==> src/rtl/alu_writeback.sv <==
// alu_writeback: writeback stage behind the 19-bit ALU.
// Takes a 38-bit ALU result plus opcode and destination register and drives
// registered register-file write ports. MUL results are written as two
// consecutive words (low half to rd, high half to rd+1). Undefined opcodes
// consume a slot, pulse illegal_op and never write.
//
// Build option: define ALU_WB_FLAGS_EN to build the Z/N/V status flag
// registers; with it undefined the flag outputs are constant 0.
//
// Handshake: a transfer happens on a rising clk edge where in_valid and
// in_ready are both 1. in_ready depends only on internal state, never on
// in_valid. in_* are sampled only on a transfer edge.
module alu_writeback #(
  parameter int DATA_W = 19,
  parameter int REG_AW = 3
) (
  input  logic                clk,
  input  logic                rst_n,
  input  logic                in_valid,
  output logic                in_ready,
  input  logic [2*DATA_W-1:0] in_result,
  input  logic [4:0]          in_opcode,
  input  logic [REG_AW-1:0]   in_rd,
  output logic                rf_we,
  output logic [REG_AW-1:0]   rf_waddr,
  output logic [DATA_W-1:0]   rf_wdata,
  output logic                flag_z,
  output logic                flag_n,
  output logic                flag_v,
  output logic                illegal_op,
  output logic [1:0]          dbg_state
);

  localparam logic [4:0] OP_MUL       = 5'b00010;
  localparam logic [4:0] OP_LEGAL_MAX = 5'b01001;

  typedef enum logic [1:0] {
    IDLE  = 2'd0,
    WR_LO = 2'd1,
    WR_HI = 2'd2
  } state_t;

  state_t              state, state_nxt;
  logic                cap_mul;     // captured op is MUL: a high write is pending
  logic [REG_AW-1:0]   cap_rd;
  logic [DATA_W-1:0]   cap_hi;

  logic                xfer;
  logic                in_legal;
  logic                in_mul;

  logic                rf_we_nxt;
  logic [REG_AW-1:0]   rf_waddr_nxt;
  logic [DATA_W-1:0]   rf_wdata_nxt;
  logic                illegal_nxt;

  assign dbg_state = state;
  assign in_legal  = (in_opcode <= OP_LEGAL_MAX);
  assign in_mul    = (in_opcode == OP_MUL);

  // Ready whenever no high write is still owed; held low during reset.
  assign in_ready = rst_n && ((state == IDLE) || (state == WR_HI) ||
                              (state == WR_LO && !cap_mul));
  assign xfer     = in_valid && in_ready;

  // Next state and next registered write-port values.
  always_comb begin
    state_nxt    = state;
    rf_we_nxt    = 1'b0;
    rf_waddr_nxt = rf_waddr;
    rf_wdata_nxt = rf_wdata;
    illegal_nxt  = 1'b0;
    case (state)
      IDLE:    if (xfer) state_nxt = WR_LO;
      WR_LO: begin
        if (cap_mul)   state_nxt = WR_HI;
        else if (xfer) state_nxt = WR_LO;
        else           state_nxt = IDLE;
      end
      WR_HI:   state_nxt = xfer ? WR_LO : IDLE;
      default: state_nxt = IDLE;
    endcase
    if (xfer) begin
      // Low-half (or only) write slot for the newly accepted op.
      if (in_legal) begin
        rf_we_nxt    = 1'b1;
        rf_waddr_nxt = in_rd;
        rf_wdata_nxt = in_result[DATA_W-1:0];
      end else begin
        illegal_nxt  = 1'b1;
      end
    end else if (state == WR_LO && cap_mul) begin
      // High-half write of a MUL; address wraps modulo the register count.
      rf_we_nxt    = 1'b1;
      rf_waddr_nxt = cap_rd + 1'b1;
      rf_wdata_nxt = cap_hi;
    end
  end

  // State register.
  always_ff @(posedge clk or negedge rst_n) begin
    if (!rst_n) state <= IDLE;
    else        state <= state_nxt;
  end

  // Capture of the pending MUL high half on each transfer.
  always_ff @(posedge clk or negedge rst_n) begin
    if (!rst_n) begin
      cap_mul <= 1'b0;
      cap_rd  <= '0;
      cap_hi  <= '0;
    end else if (xfer) begin
      cap_mul <= in_mul;
      cap_rd  <= in_rd;
      cap_hi  <= in_result[2*DATA_W-1:DATA_W];
    end else if (state == WR_LO) begin
      cap_mul <= 1'b0;
    end
  end

  // Registered register-file write port and illegal-op pulse.
  always_ff @(posedge clk or negedge rst_n) begin
    if (!rst_n) begin
      rf_we      <= 1'b0;
      rf_waddr   <= '0;
      rf_wdata   <= '0;
      illegal_op <= 1'b0;
    end else begin
      rf_we      <= rf_we_nxt;
      rf_waddr   <= rf_waddr_nxt;
      rf_wdata   <= rf_wdata_nxt;
      illegal_op <= illegal_nxt;
    end
  end

`ifdef ALU_WB_FLAGS_EN
  logic flag_upd, z_nxt, n_nxt, v_nxt;

  // Flag values for a legal op, taken at its transfer (low-write) edge.
  always_comb begin
    flag_upd = xfer && in_legal;
    z_nxt    = 1'b0;
    n_nxt    = 1'b0;
    v_nxt    = 1'b0;
    if (in_mul) begin
      z_nxt = (in_result == '0);
      n_nxt = in_result[2*DATA_W-1];
      v_nxt = (in_result[2*DATA_W-1:DATA_W] != '0);
    end else begin
      z_nxt = (in_result[DATA_W-1:0] == '0);
      n_nxt = in_result[DATA_W-1];
      v_nxt = 1'b0;
    end
  end

  // Flag registers; they hold across illegal ops and idle cycles.
  always_ff @(posedge clk or negedge rst_n) begin
    if (!rst_n) begin
      flag_z <= 1'b0;
      flag_n <= 1'b0;
      flag_v <= 1'b0;
    end else if (flag_upd) begin
      flag_z <= z_nxt;
      flag_n <= n_nxt;
      flag_v <= v_nxt;
    end
  end
`else
  assign flag_z = 1'b0;
  assign flag_n = 1'b0;
  assign flag_v = 1'b0;
`endif

endmodule

==> config.mk <==
export PLATFORM = sky130hd
export DESIGN_NAME = alu_writeback
export DESIGN_NICKNAME = d
export VERILOG_FILES = /design/src/rtl/alu_writeback.sv
export SDC_FILE = /design/constraint.sdc
export NUM_CORES = 1
export LEC_CHECK = 0
export CAP_MARGIN = 25
export CORE_AREA = 2 2 72 74
export DETAILED_ROUTE_END_ITERATION = 6
export DIE_AREA = 0 0 74 76
export PLACE_DENSITY = 0.79
export SYNTH_ARGS = -nofsm -noshare
export SYNTH_HDL_FRONTEND = slang
export SYNTH_SLANG_ARGS = --single-unit
==> constraint.sdc <==
create_clock -name clk -period 2.2 [get_ports clk]
set_clock_uncertainty 0.15 [all_clocks]
set_input_delay 0.44 -clock clk [delete_from_list [all_inputs] [get_ports clk]]
set_output_delay 0.44 -clock clk [all_outputs]
set_load 0.005 [all_outputs]
== After elaboration in Yosys (flattened, before gate mapping) ==
Cells that the tools add are included.
Cells by class
  add/sub/neg operators: 1
  $lt $le $gt $ge: 1
  equal/unequal tests: 5
  multiplexer cells: 17
  reductions and logical operators: 11
Operators with widths (count)
  2-to-1 mux 19 bit: 3
  2-to-1 mux 3 bit: 3
  2-to-1 mux 1 bit: 8
  one-hot mux 2 bit (3 select lines): 1
  equality test 5 x 2 -> 1 bit (second input constant): 1
  less-or-equal comparator 5 x 4 -> 1 bit (second input constant): 1
  logical AND 1 bit: 4
  2-to-1 mux 2 bit: 2
  nonzero test 2 bit: 2
  adder 3 x 1 -> 3 bit (second input constant): 1
  equality test 2 x 1 -> 1 bit (second input constant): 1
  equality test 2 bit (second input constant): 1
  zero test 2 bit: 1
  logical OR 1 bit: 2
  != test 2 x 1 -> 1 bit (second input constant): 1
  != test 2 bit (second input constant): 1
  AND reduction 2 bit: 1
  zero test 1 bit: 1
Word-level totals
  register bits: 49
  bits of input ports: 49
  output and inout port bits: 30
  word-level logic and storage cells: 43

== Depth between registers and ports, before layout ==
Gate-level depths: netlist of run 1.
  word-level depth: 8
  gate-level depth with buffers: 4
  gate-level depth less buffers: 4

== Worst setup path before layout of run 1 ==
No wires, ideal clock.
  path kind: flip-flop to flip-flop
  start point: register state[1], in the netlist dbg_state[1]
  end point: register cap_hi[0]
  library setup time: 0.125 ns
  data arrival time: 1.298 ns
  path slack: 0.627 ns
  cell stages (with the launch flop): 5
  path buffers: 1
  cells stage by stage: dfrtp_1 o21a_1 nor2_4 buf_4 mux2_2
On the way
  longest elaborated chain between the ends: 5
RTL lines
  start: declaration: line 43  | state_t state, state_nxt;
  start signal: assignment: line 103  | else state <= state_nxt;
  equality test 2 bit (tied with other cells): line 62  | assign in_ready = rst_n && ((state == IDLE) || (state == WR_HI) ||
  logical OR 1 bit / logical AND 1 bit (equally long branches): line 62, 63
  logical OR 1 bit (*): line 62
  logical AND 1 bit (*): line 62
  logical AND 1 bit (*): line 64  | assign xfer = in_valid && in_ready;
  end signal: assignment: line 115  | cap_hi <= in_result[2*DATA_W-1:DATA_W];
  end: declaration: line 46  | logic [DATA_W-1:0] cap_hi;
Mark *: on every way between the ends. The rest lies on a longest branch, timed or not.
A chain may end at the register's enable or synchronous reset.

== Worst setup path in the final report of run 1 ==
  start point: input rst_n
  end point: register rf_wdata[0]
On the way
  longest elaborated chain between the ends: 4
RTL lines
  start: declaration: line 18  | input logic rst_n,
  logical AND 1 bit (*): line 62
  logical AND 1 bit (*): line 64
  != test 2 x 1 -> 1 bit (no source line) / nonzero test 2 bit (equally long branches)
  AND reduction 2 bit (no source line)
  end signal: assignment: line 131  | rf_wdata <= rf_wdata_nxt;
  end: declaration: line 26  | output logic [DATA_W-1:0] rf_wdata,
Marks and branches as above.

==> impl_metrics.ini, run 1 <==
[hold_path]
min_path_type = input pin to async pin

[yosys]
synth_flop_cell = dfrtp_1
synth_cell_types = 29
synth.area.top_cells = dfrtp_1 (59%), mux2_2 (10%), o221a_1 (9.7%)
post-synth-top-area-cell = dfrtp_1
yosys_register_bits = 49
synth_edf_count = 0
ys_seq_area_frac = 0.586
yosysWarnings = 0
async_flop_share = 1.00
synth.avg_cell_area_um2 = 14.1
netlist.area_leader.share = 0.586
netlist_instances = 148
syn_area_um2 = 2090

[run_status]
status = finished, final reports clean

[grt]
grt_pass1_vias = 1522
antenna_found_initial = 0
grt_max_degree = 43
gr-usage-all-layers = 0.171
gr-total-overflow = 0
grt_pass1_wl_mm = 7.37

[worst_setup_path]
slowest_stage = dlygate4sd3_1
path_class = input pin to flop
worst_setup_path_end_kind = flop
crit_arrival_ps = 2150
crit_required_ps = 2240
critPathMaxFanout = 23
cpLargestDelayFamily = buffers and inverters
cp-start-kind = input pin
crit_chain = buf_2 -> dlygate4sd3_1 -> buf_4 -> and2_1 -> a41o_4 -> o221a_2
critical_path.max_stage_delay_ps = 580
crit_buf_inv = 3

[timing]
slew_viol_final = 0
fin_crit_sh = 0.959
hold_viol_final = 0
maxSlewHeadroom = 0.655
setup_violations = 0
whs_ps = 92.0
setup_tns_ps = 0
rsz0062_at_grt = no
period_minus_slack_ps = 2110
worstMarginPinSlew_ps = 518
max_freq_mhz = 474

[power_and_ir_drop]
leakage_nw = 1.22
power_density_nw_per_um2 = 769
irDropWorstVdd_mv = 0.432

[floorplan]
core_um2 = 4910
dieHeight_um = 76
rows = 26
dieArea_um2 = 5620
io_pins = 79
start_util = 0.426
die_w_um = 74

[layout]
num-nets-final = 281
layout_common_cells = clkdlybuf4s50_1 (73), dfrtp_1 (48), mux2_2 (19)
final_common_cell = clkdlybuf4s50_1
area_delta_synth_final_pct = 47.1
drive_above_1_share = 0.190
diodes = 0

[clock_network]
cts_tree = yes
cts_made_buffers = 5
cts.path.max_buffers = 2
clkLatencyLatePin_ps = 300
path_clk_slew_ps = 90
clockRootBuffer = clkbuf_8
cts.sinks = 49
htreeDepth = 2

[drt]
dr.pass1.iters = 4
viasPerCell = 4.99
initialDrtViolationCount = 55
wl_per_cell_um = 15.0
ant_nets = 0
num_vias = 1507
drc = 0
wl_mm = 4.54

[placed_design]
post-dp-hpwl_mm = 3.18
gp_congestion = 0.711
io_buffers = 75

[job]
drv_cap = 0
-- final timing paths --
kind                       slack (ps)                     start                  endpoint  depth (start not counted)
setup reg to reg                  350  dbg_state[1]$_DFFE_PN0P_  rf_wdata[14]$_DFFE_PN0P_                          4
min in group clk                  340     cap_hi[3]$_DFFE_PN0N_     cap_hi[3]$_DFFE_PN0N_                          1
max in group asynchronous        1240                     rst_n  dbg_state[1]$_DFFE_PN0P_                          3
setup / recovery                   90                     rst_n   rf_wdata[0]$_DFFE_PN0P_                          6
hold reg to reg                   340     cap_hi[3]$_DFFE_PN0N_     cap_hi[3]$_DFFE_PN0N_                          1
hold / removal                     90                     rst_n  rf_wdata[11]$_DFFE_PN0P_                          2
-- per-layer routing --
layer / share of wire / up-vias / routed length (um) / GRT usage
li1: - / 707 / - / -
met1: 0.47 / 731 / 2130 / 0.242
met2: 0.45 / 59 / 2030 / 0.257
met3: 0.064 / 10 / 291 / 0.0331
met4: 0.020 / 0 / 90 / 0.0709
met5: 0 / - / 0 / 0
-- cells by family (layout without fill, tap and decap cells) --
family | after synthesis | after routing | synth area share
DFF | 49 | 49 | 0.586
and+or+nand+nor | 30 | 30 | 0.0938
AOI/OAI and AO/OA | 29 | 29 | 0.146
muxes | 22 | 22 | 0.118
buffers and inverters | 15 | 97 | 0.0442
adders and majority gates | 1 | 1 | 0.00598
other | 1 | 3 | 0.00179
xor gates and xnor gates | 1 | 1 | 0.00418
-- stage by stage --
stage               utilization  cell area [um2]  power, mW  std cells  setup WS [ps]
global route              0.627             3080       2.49        302           7.75
global placement          0.597             2930       1.73        291            187
detailed placement        0.597             2930       1.74        291            117
CTS                       0.623             3060       2.39        300          0.859
finish                    0.627             3080       2.37        302           90.6
floorplan                     -             2100       1.38        150            627
-- what timing repair did --
action,4_1_cts,5_1_grt
endpoints found under the setup margin,0,1
gates resized for setup,0,2
setup buffers,0,2
hold endpoints to repair,7,0
hold buffers,1,0
-- final cells by class --
class / instances / area [um2]
multi-input combinational: 86 / 782
timing repair buffer: 85 / 851
tap: 70 / 87.6
clock inverter: 1 / 30.0
inverter: 4 / 15.0
clock buffer: 7 / 86.3
sequential: 49 / 1230
fill: 376 / 1830
-- cell usage after synthesis (2+ instances only) --
cell type   n
o21ai_0     2
buf_2       2
and2_1      2
nand2_1     3
nand4_1     2
inv_1       4
buf_6       2
buf_4       5
o221a_1    18
nand2b_1   18
mux2_1      3
or2b_1      2
o221a_2     3
mux2_2     19
dfrtp_1    49
-- flip-flops by register name (all words and copies together) (netlist names) --
register    cells
cap_mul         1
cap_hi         19
cap_rd          3
rf_waddr        3
dbg_state       2
rf_wdata       19
rf_we           1
illegal_op      1
-- worst reg2reg max path, cell delays in order (launching register included) --
cell     delay [ps]
dfrtp_2         420
buf_4           140
and3b_4         500
a41o_4          330
o221a_1         240
-- where the power goes --
part | switching, mW | internal, mW | leakage (nW) | total [mW]
combinational | 0.154 | 0.410 | 0.591 | 0.564
clock | 0.278 | 0.370 | 0.0585 | 0.648
sequential | 0.0883 | 1.07 | 0.567 | 1.16
total | 0.520 | 1.85 | 1.22 | 2.37
No activity file was read; power rests on OpenSTA's default activity.
==> inputs of run 2 (changes only) <==
--- a/config.mk
+++ b/config.mk
@@ -9,7 +9,9 @@
 export CORE_AREA = 2 2 72 74
 export DETAILED_ROUTE_END_ITERATION = 6
 export DIE_AREA = 0 0 74 76
+export GPL_ROUTABILITY_DRIVEN = 0
 export PLACE_DENSITY = 0.79
+export SKIP_CTS_REPAIR_TIMING = 1
 export SYNTH_ARGS = -nofsm -noshare
 export SYNTH_HDL_FRONTEND = slang
 export SYNTH_SLANG_ARGS = --single-unit
==> run 2 against run 1 <==
- critical path depth unchanged
- flip-flop and latch count unchanged
- fmax is 1.9% higher
- routed wire length is 0.57% lower
- design area is the same
- sequential power about the same
==> impl_metrics.ini, run 2 (synthesis results as in run 1) <==
[run_status]
status = finished, final reports clean

[worst_setup_path]
reg2reg_depth = 4
cpLargestDelayFamily = buffers and inverters
critPathMaxFanout = 23
worst_setup_path_end_kind = flop
slowest_stage = dlygate4sd3_1
crit_required_ps = 2240
critical_path.max_stage_delay_ps = 530
crit_buf_inv = 3
cp-start-kind = input pin
path_class = input pin to flop
crit_arrival_ps = 2110
cp_num_cells = 6
crit_chain = dlygate4sd3_1 -> buf_2 -> buf_4 -> and2_1 -> a41o_4 -> o221a_2

[clock_network]
clkLatencyLatePin_ps = 300
clockRootBuffer = clkbuf_8
cts_tree = yes
path_clk_slew_ps = 80
cts_made_buffers = 5
htreeDepth = 2
cts.sinks = 49
cts.path.max_buffers = 2

[power_and_ir_drop]
power_density_nw_per_um2 = 769
comb_power_share = 0.238
p_sw_frac = 0.220
sequentialPowerShare = 0.488
p_sw_mw = 0.520
leakage_nw = 1.22
total_power_mw = 2.37
pwr-share-clk = 0.274
irDropWorstVdd_mv = 0.431
p_int_mw = 1.85

[job]
drv_cap = 0

[placed_design]
io_buffers = 75
post-dp-hpwl_mm = 3.18

[timing]
fin_crit_sh = 0.941
slew_viol_final = 0
rsz0062_at_grt = no
setup_tns_ps = 0
setup_violations = 0
maxSlewHeadroom = 0.659
worstMarginPinSlew_ps = 512
max_freq_mhz = 483
hold_viol_final = 0
period_minus_slack_ps = 2070

[drt]
drc = 0
dr_wl_met2_mm = 2.02
viasPerCell = 4.93
dr.pass1.iters = 4
wl_mm = 4.51
initialDrtViolationCount = 61
wl_per_cell_um = 14.9
num_vias = 1489
wl_met1_mm = 2.14
top_layer_used = met4
wl_met3_um = 268
ant_nets = 0

[layout]
final_util = 0.627
top_regs = cap_hi: 19 flops, rf_wdata: 19 flops
drive_above_1_share = 0.190
final_common_cell = clkdlybuf4s50_1
multi_input_area_um2 = 782
layout_common_cells = clkdlybuf4s50_1 (73), dfrtp_1 (48), mux2_2 (19)
seq_area_um2 = 1230
num-nets-final = 281
area_delta_synth_final_pct = 47.1
fillers = 376
diodes = 0

[hold_path]
hold_depth = 1
min_path_type = flop to flop

[floorplan]
rows = 26
dieArea_um2 = 5620
io_pins = 79
dieHeight_um = 76
die_w_um = 74
core_um2 = 4910
start_util = 0.426

[grt]
grt_max_degree = 43
gr-total-overflow = 0
gr-usage-all-layers = 0.171
grt_pass1_wl_mm = 7.33
antenna_found_initial = 0
grt_pass1_vias = 1504
==> run 2: cell counts in the layout (fill, tap and decap cells not counted) <==
Identical to the previous run, type by type.
==> run 2: layer usage <==
layer | vias up | track usage
met3 | 8 | 0.0304
met1 | 720 | 0.242
li1 | 706 | -
met4 | 0 | 0.0655
met5 | - | 0
met2 | 55 | 0.259
==> run 2: final cells by class <==
class / count / share of cell area
Tap cell: 70 / 0.0284
Inverter: 4 / 0.00488
Clock buffer: 7 / 0.0280
Clock inverter: 1 / 0.00975
Sequential cell: 49 / 0.399
Multi-Input combinational cell: 86 / 0.254
Timing Repair Buffer: 85 / 0.276
==> run 2: through the flow <==
step | setup WS, ps | cells | area [um2] | hold WS (ps)
2_1_floorplan | 627 | 150 | 2100 | -5.59
3_5_place_dp | 117 | 291 | 2930 | 255
6_report | 131 | 302 | 3080 | 339
4_1_cts | 0.859 | 299 | 3050 | -64.8
3_3_place_gp | 187 | 291 | 2930 | 256
5_1_grt | 55.7 | 302 | 3080 | 361
==> run 2: power groups by stage <==
stage          Clock, mW  Combinational [mW]  Sequential (mW)
2_1_floorplan          0               0.208             1.17
3_3_place_gp           0               0.554             1.17
3_5_place_dp           0               0.569             1.17
4_1_cts            0.664               0.570             1.16
5_1_grt            0.702               0.612             1.18
6_report           0.648               0.564             1.16
==> run 2: worst reg2reg max path: stages, from the launching register on <==
cell	delay, ps
dfrtp_2	420
buf_4	140
and3b_4	500
a41o_4	330
o221ai_1	180
==> run 2: path summary, 6_finish.rpt <==
path	from	endpoint	slack, ps
worst max-delay path	rst_n	rf_wdata[0]$_DFFE_PN0P_	130
worst min-delay path	cap_hi[3]$_DFFE_PN0N_	cap_hi[3]$_DFFE_PN0N_	340
worst max register to register	dbg_state[1]$_DFFE_PN0P_	rf_waddr[2]$_DFFE_PN0P_	350
worst min register to register	cap_hi[3]$_DFFE_PN0N_	cap_hi[3]$_DFFE_PN0N_	340
max in group asynchronous	rst_n	cap_hi[1]$_DFFE_PN0N_	910
min in group asynchronous	rst_n	cap_rd[1]$_DFFE_PN0N_	480
==> inputs of run 3 (changes only) <==
--- a/config.mk
+++ b/config.mk
@@ -6,11 +6,11 @@
 export NUM_CORES = 1
 export LEC_CHECK = 0
 export CAP_MARGIN = 25
-export CORE_AREA = 2 2 72 74
+export CORE_AREA = 2 2 81 67
 export DETAILED_ROUTE_END_ITERATION = 6
-export DIE_AREA = 0 0 74 76
+export DIE_AREA = 0 0 83 69
 export GPL_ROUTABILITY_DRIVEN = 0
-export PLACE_DENSITY = 0.79
+export PLACE_DENSITY = 0.78
 export SKIP_CTS_REPAIR_TIMING = 1
 export SYNTH_ARGS = -nofsm -noshare
 export SYNTH_HDL_FRONTEND = slang
==> run 3 against run 2 <==
- sequential power is essentially flat
- cell count shrank 4.0%
- flip-flop and latch count is the same
- first-iteration DRC count shrank 52%
- hold slack lost 180 ps
- critical path depth shrank 5
- global-route usage shrank 0.54 points
- via count shrank 3.2%
- non-clock buffer count shrank 4
- fmax grew 8.3%
- power shrank 5.8%
- sequential share of layout area grew 1.0 points
- critical endpoint is now dbg_state[0]
==> impl_metrics.ini, run 3 (synthesis results as in run 1) <==
[run_status]
status = finished, final reports clean

[layout]
multi_input_area_um2 = 790
diodes = 0
fillers = 397
top_regs = cap_hi: 19 flops, rf_wdata: 19 flops
final_cell_count_no_fill = 290
area_delta_synth_final_pct = 43.5
num-nets-final = 277
final_common_cell = clkdlybuf4s50_1
seq_area_um2 = 1230
layout_common_cells = clkdlybuf4s50_1 (73), dfrtp_1 (47), mux2_2 (19)
drive_above_1_share = 0.184

[drt]
wl_per_cell_um = 15.5
wl_mm = 4.50
dr.pass1.iters = 4
num_vias = 1441
viasPerCell = 4.97
ant_nets = 0
initialDrtViolationCount = 29
drc = 0

[worst_setup_path]
reg2reg_from = dbg_state[1]$_DFFE_PN0P_
slowest_stage = clkdlybuf4s50_1
crit_arrival_ps = 1320
cp_num_cells = 1
crit_buf_inv = 1
ff2ff_setup_slack_ps = 430
worst_setup_path_end_kind = output pin
cp-startpoint = dbg_state[0]$_DFFE_PN0P_
critPathMaxFanout = 5
endpoint = dbg_state[0]
cpLargestDelayFamily = buffers and inverters
crit_required_ps = 1610
cp-start-kind = flop
reg2reg_depth = 3
critical_path.max_stage_delay_ps = 550
worstReg2RegEnd = rf_wdata[13]$_DFFE_PN0P_
path_class = flop to output pin
crit_chain = clkdlybuf4s50_1

[timing]
period_minus_slack_ps = 1910
fin_crit_sh = 0.869
setup_violations = 0
slew_viol_final = 0
max_freq_mhz = 523
rsz0062_at_grt = no
maxSlewHeadroom = 0.602
worstMarginPinSlew_ps = 597
hold_viol_final = 0

[hold_path]
min_path_type = input pin to async pin

[floorplan]
dieArea_um2 = 5730
core_um2 = 4920
rows = 23
io_pins = 79
dieHeight_um = 69
start_util = 0.425
die_w_um = 83

[clock_network]
cts.sinks = 49
clkLatencyLatePin_ps = 300
htreeDepth = 2
clockRootBuffer = clkbuf_8
cts_made_buffers = 5
path_clk_slew_ps = 90
cts_tree = yes
cts.path.max_buffers = 2

[power_and_ir_drop]
irDropWorstVdd_mv = 0.353
total_power_mw = 2.23
leakage_nw = 1.17
power_density_nw_per_um2 = 743

[grt]
gr-usage-all-layers = 0.165
grt_pass1_vias = 1531
grt_max_degree = 50
gr-total-overflow = 0
grt_pass1_wl_mm = 7.51
antenna_found_initial = 0

[job]
drv_cap = 0

[placed_design]
io_buffers = 75
post-dp-hpwl_mm = 3.24
place_inst = 280
run 3: cell count changes in the layout (fill, tap and decap cells not counted), sizes merged:
cell / delta
buf: -3
dlygate4sd3: -1
clkinvlp: +2
bufinv: -1
clkbuf: -1
run 3: worst min-delay path by stage:
stage	start	endpoint	slack (ps)	cells after the start
detailed placement	cap_hi[4]$_DFFE_PN0N_	cap_hi[4]$_DFFE_PN0N_	320	1
floorplan	rst_n	cap_hi[0]$_DFFE_PN0N_	-6	0
finish	rst_n	rf_we$_DFF_PN0_	160	2
CTS	rst_n	rf_we$_DFF_PN0_	180	2
global route	rst_n	rf_waddr[0]$_DFFE_PN0P_	220	2
global placement	cap_hi[3]$_DFFE_PN0N_	cap_hi[3]$_DFFE_PN0N_	310	1
run 3: cell type report:
cell class | instances | share of cell area
Clock buffer | 6 | 0.0242
Timing Repair Buffer | 81 | 0.268
Inverter | 4 | 0.00500
Sequential cell | 49 | 0.409
Multi-Input combinational cell | 86 | 0.263
Tap cell | 62 | 0.0258
Clock inverter | 2 | 0.00500
run 3: where the power goes:
group          switching [mW]  internal, mW
sequential             0.0925          1.07
clock                   0.289         0.224
combinational           0.155         0.403
run 3: per-layer routing:
metal,vias to the layer above,GRT usage,share of wire
met5,-,0,0
met4,0,0.0656,0.012
met3,7,0.0443,0.054
met2,45,0.254,0.47
met1,699,0.223,0.47
li1,690,-,-
run 3: stage by stage:
step            util  worst slack (ps)  TNS, ps  cell area (um2)  hold WS, ps
5_1_grt        0.610               219        0             3000          220
3_3_place_gp   0.587               213        0             2890          310
2_1_floorplan      -               627        0             2100        -5.59
6_report       0.610               289        0             3000          160
3_5_place_dp   0.587               172        0             2890          322
4_1_cts        0.605             -35.7    -35.7             2980          184
==> RTL change (flow settings as in run 3) <==
Put one more register stage on the output `dbg_state`, without a reset. The value now appears one clock later. The other outputs are not delayed to match.
--- a/src/rtl/alu_writeback.sv
+++ b/src/rtl/alu_writeback.sv
@@ -54,7 +54,9 @@
   logic [DATA_W-1:0]   rf_wdata_nxt;
   logic                illegal_nxt;
 
-  assign dbg_state = state;
+  always_ff @(posedge clk) begin
+    dbg_state <= state;
+  end
   assign in_legal  = (in_opcode <= OP_LEGAL_MAX);
   assign in_mul    = (in_opcode == OP_MUL);
 
Check against the original RTL: not equivalent (a bounded check fails within 4 cycles, from zero or initial values and one cycle with rst_n low).
==> RTL change against run 3 <==
Synthesized cell count up 1.4%; routed wire length grew 1.1%; fmax down 9.3%; clock power rose by 46%; total power increased by 13%; sequential cell count increased by 2; critical endpoint is now in_ready; final area is 2.6% higher; hold slack worse by 110 ps; sequential share of layout area rose by 0.17 points; worst setup slack got worse by 200 ps; synthesized area increased by 1.9%; count of clock-buffer cells in the layout fell by 1.
==> RTL change: results (changes against run 3) <==
| Metric | Value |
|---|---|
| Area share of fa/ha/maj cells after synthesis | 0.00587 (-0.000112) |
| Switch Pwr | 0.000549 W (+2.2%) |
| Crit path launch | state[1]$_DFFE_PN0P_ |
| Vias in the first global route | 1507 (-1.6%) |
| First-pass GRT wire length | 7580 um (+1.0%) |
| Cell count after synthesis | 150 (+1.4%) |
| Fill cell count | 375 (-5.5%) |
| Library cells used by synthesis | 30 (+3.4%) |
| Synth area leaders | dfrtp_1 (57%), mux2_2 (10%), o221a_1 (9.5%) |
| Placed Cells | 282 (+0.71%) |
| Synth async-reset ratio | 0.961 (-0.0392) |
| Yosys top cell area share | 0.575 (-0.0110) |
| Placed cell areas | 2930 um2 (+1.4%) |
| Dpl ws | 171 ps (-1.18 ps) |
| Lkg Pwr | 1.21 nW (+3.1%) |
| Layout cell share with drive strength beyond 1 | 0.174 (-0.0103) |
| Crit path to | in_ready |
| VDD IR max | 0.000443 V (+26%) |
| Critical Path Max Stage Delay | 490 ps (-60 ps) |
| R2R Path End | rf_waddr[2]$_DFFE_PN0P_ |
| Final worst slack | 93.8 ps (-195 ps) |
| Largest net degree at the start of global routing | 35 (-30%) |
| Post-synthesis compound-gate area fraction | 0.143 (-0.00274) |
| GRT Util Overall | 0.166 (+0.000896) |
| Outcome | finished clean |
| Vias per cell | 5.09 (+2.5%) |
| Hold WS | 52.5 ps (-107 ps) |
| Reg2reg setup slack | 480 ps (+50 ps) |
| XOR/XNOR Fraction of Synth Area | 0.00411 (-0.0000785) |
RTL change: area by class of cell:
type	count	area (um2)	area share
sequential	51	1270	0.411
multi-input combinational	86	782	0.254
inverter	4	15.0	0.00487
tap	62	77.6	0.0252
clock buffer	5	68.8	0.0223
timing repair buffer	81	806	0.261
clock inverter	3	67.6	0.0219
RTL change: routing by layer:
metal / wire length [um] / vias up / part of all wire / GRT usage
li1: - / 711 / - / -
met1: 2090 / 724 / 0.46 / 0.219
met2: 2200 / 47 / 0.48 / 0.269
met3: 236 / 5 / 0.052 / 0.0503
met4: 29 / 0 / 0.0064 / 0.0437
met5: 0 / - / 0 / 0
RTL change: power by group through the flow:
stage	clock network [W]	registers (W)	logic, W
6_report	0.000751	0.00120	0.000562
3_5_place_dp	0	0.00121	0.000570
5_1_grt	0.000807	0.00122	0.000605
2_1_floorplan	0	0.00121	0.000208
3_3_place_gp	0	0.00122	0.000553
4_1_cts	0.000764	0.00120	0.000569
RTL change: logic make-up (layout without fill, tap and decap cells):
family	Yosys count	count (layout)
compound gates	29	29
buf+inv	15	93
other cells	1	3
flops	51	51
fa+ha+maj	1	1
xor+xnor	1	1
simple gates	30	30
mux	22	22
RTL change: worst min path at each step:
| stage | endpoint | cells after the start |
|---|---|---|
| after floorplan | cap_hi[0]$_DFFE_PN0N_ | 0 |
| after global placement | dbg_state[1]$_DFF_P_ | 0 |
| after detailed placement | dbg_state[1]$_DFF_P_ | 0 |
| after CTS | illegal_op$_DFF_PN0_ | 2 |
| after global routing | rf_wdata[8]$_DFFE_PN0P_ | 2 |
| final | cap_hi[8]$_DFFE_PN0N_ | 2 |
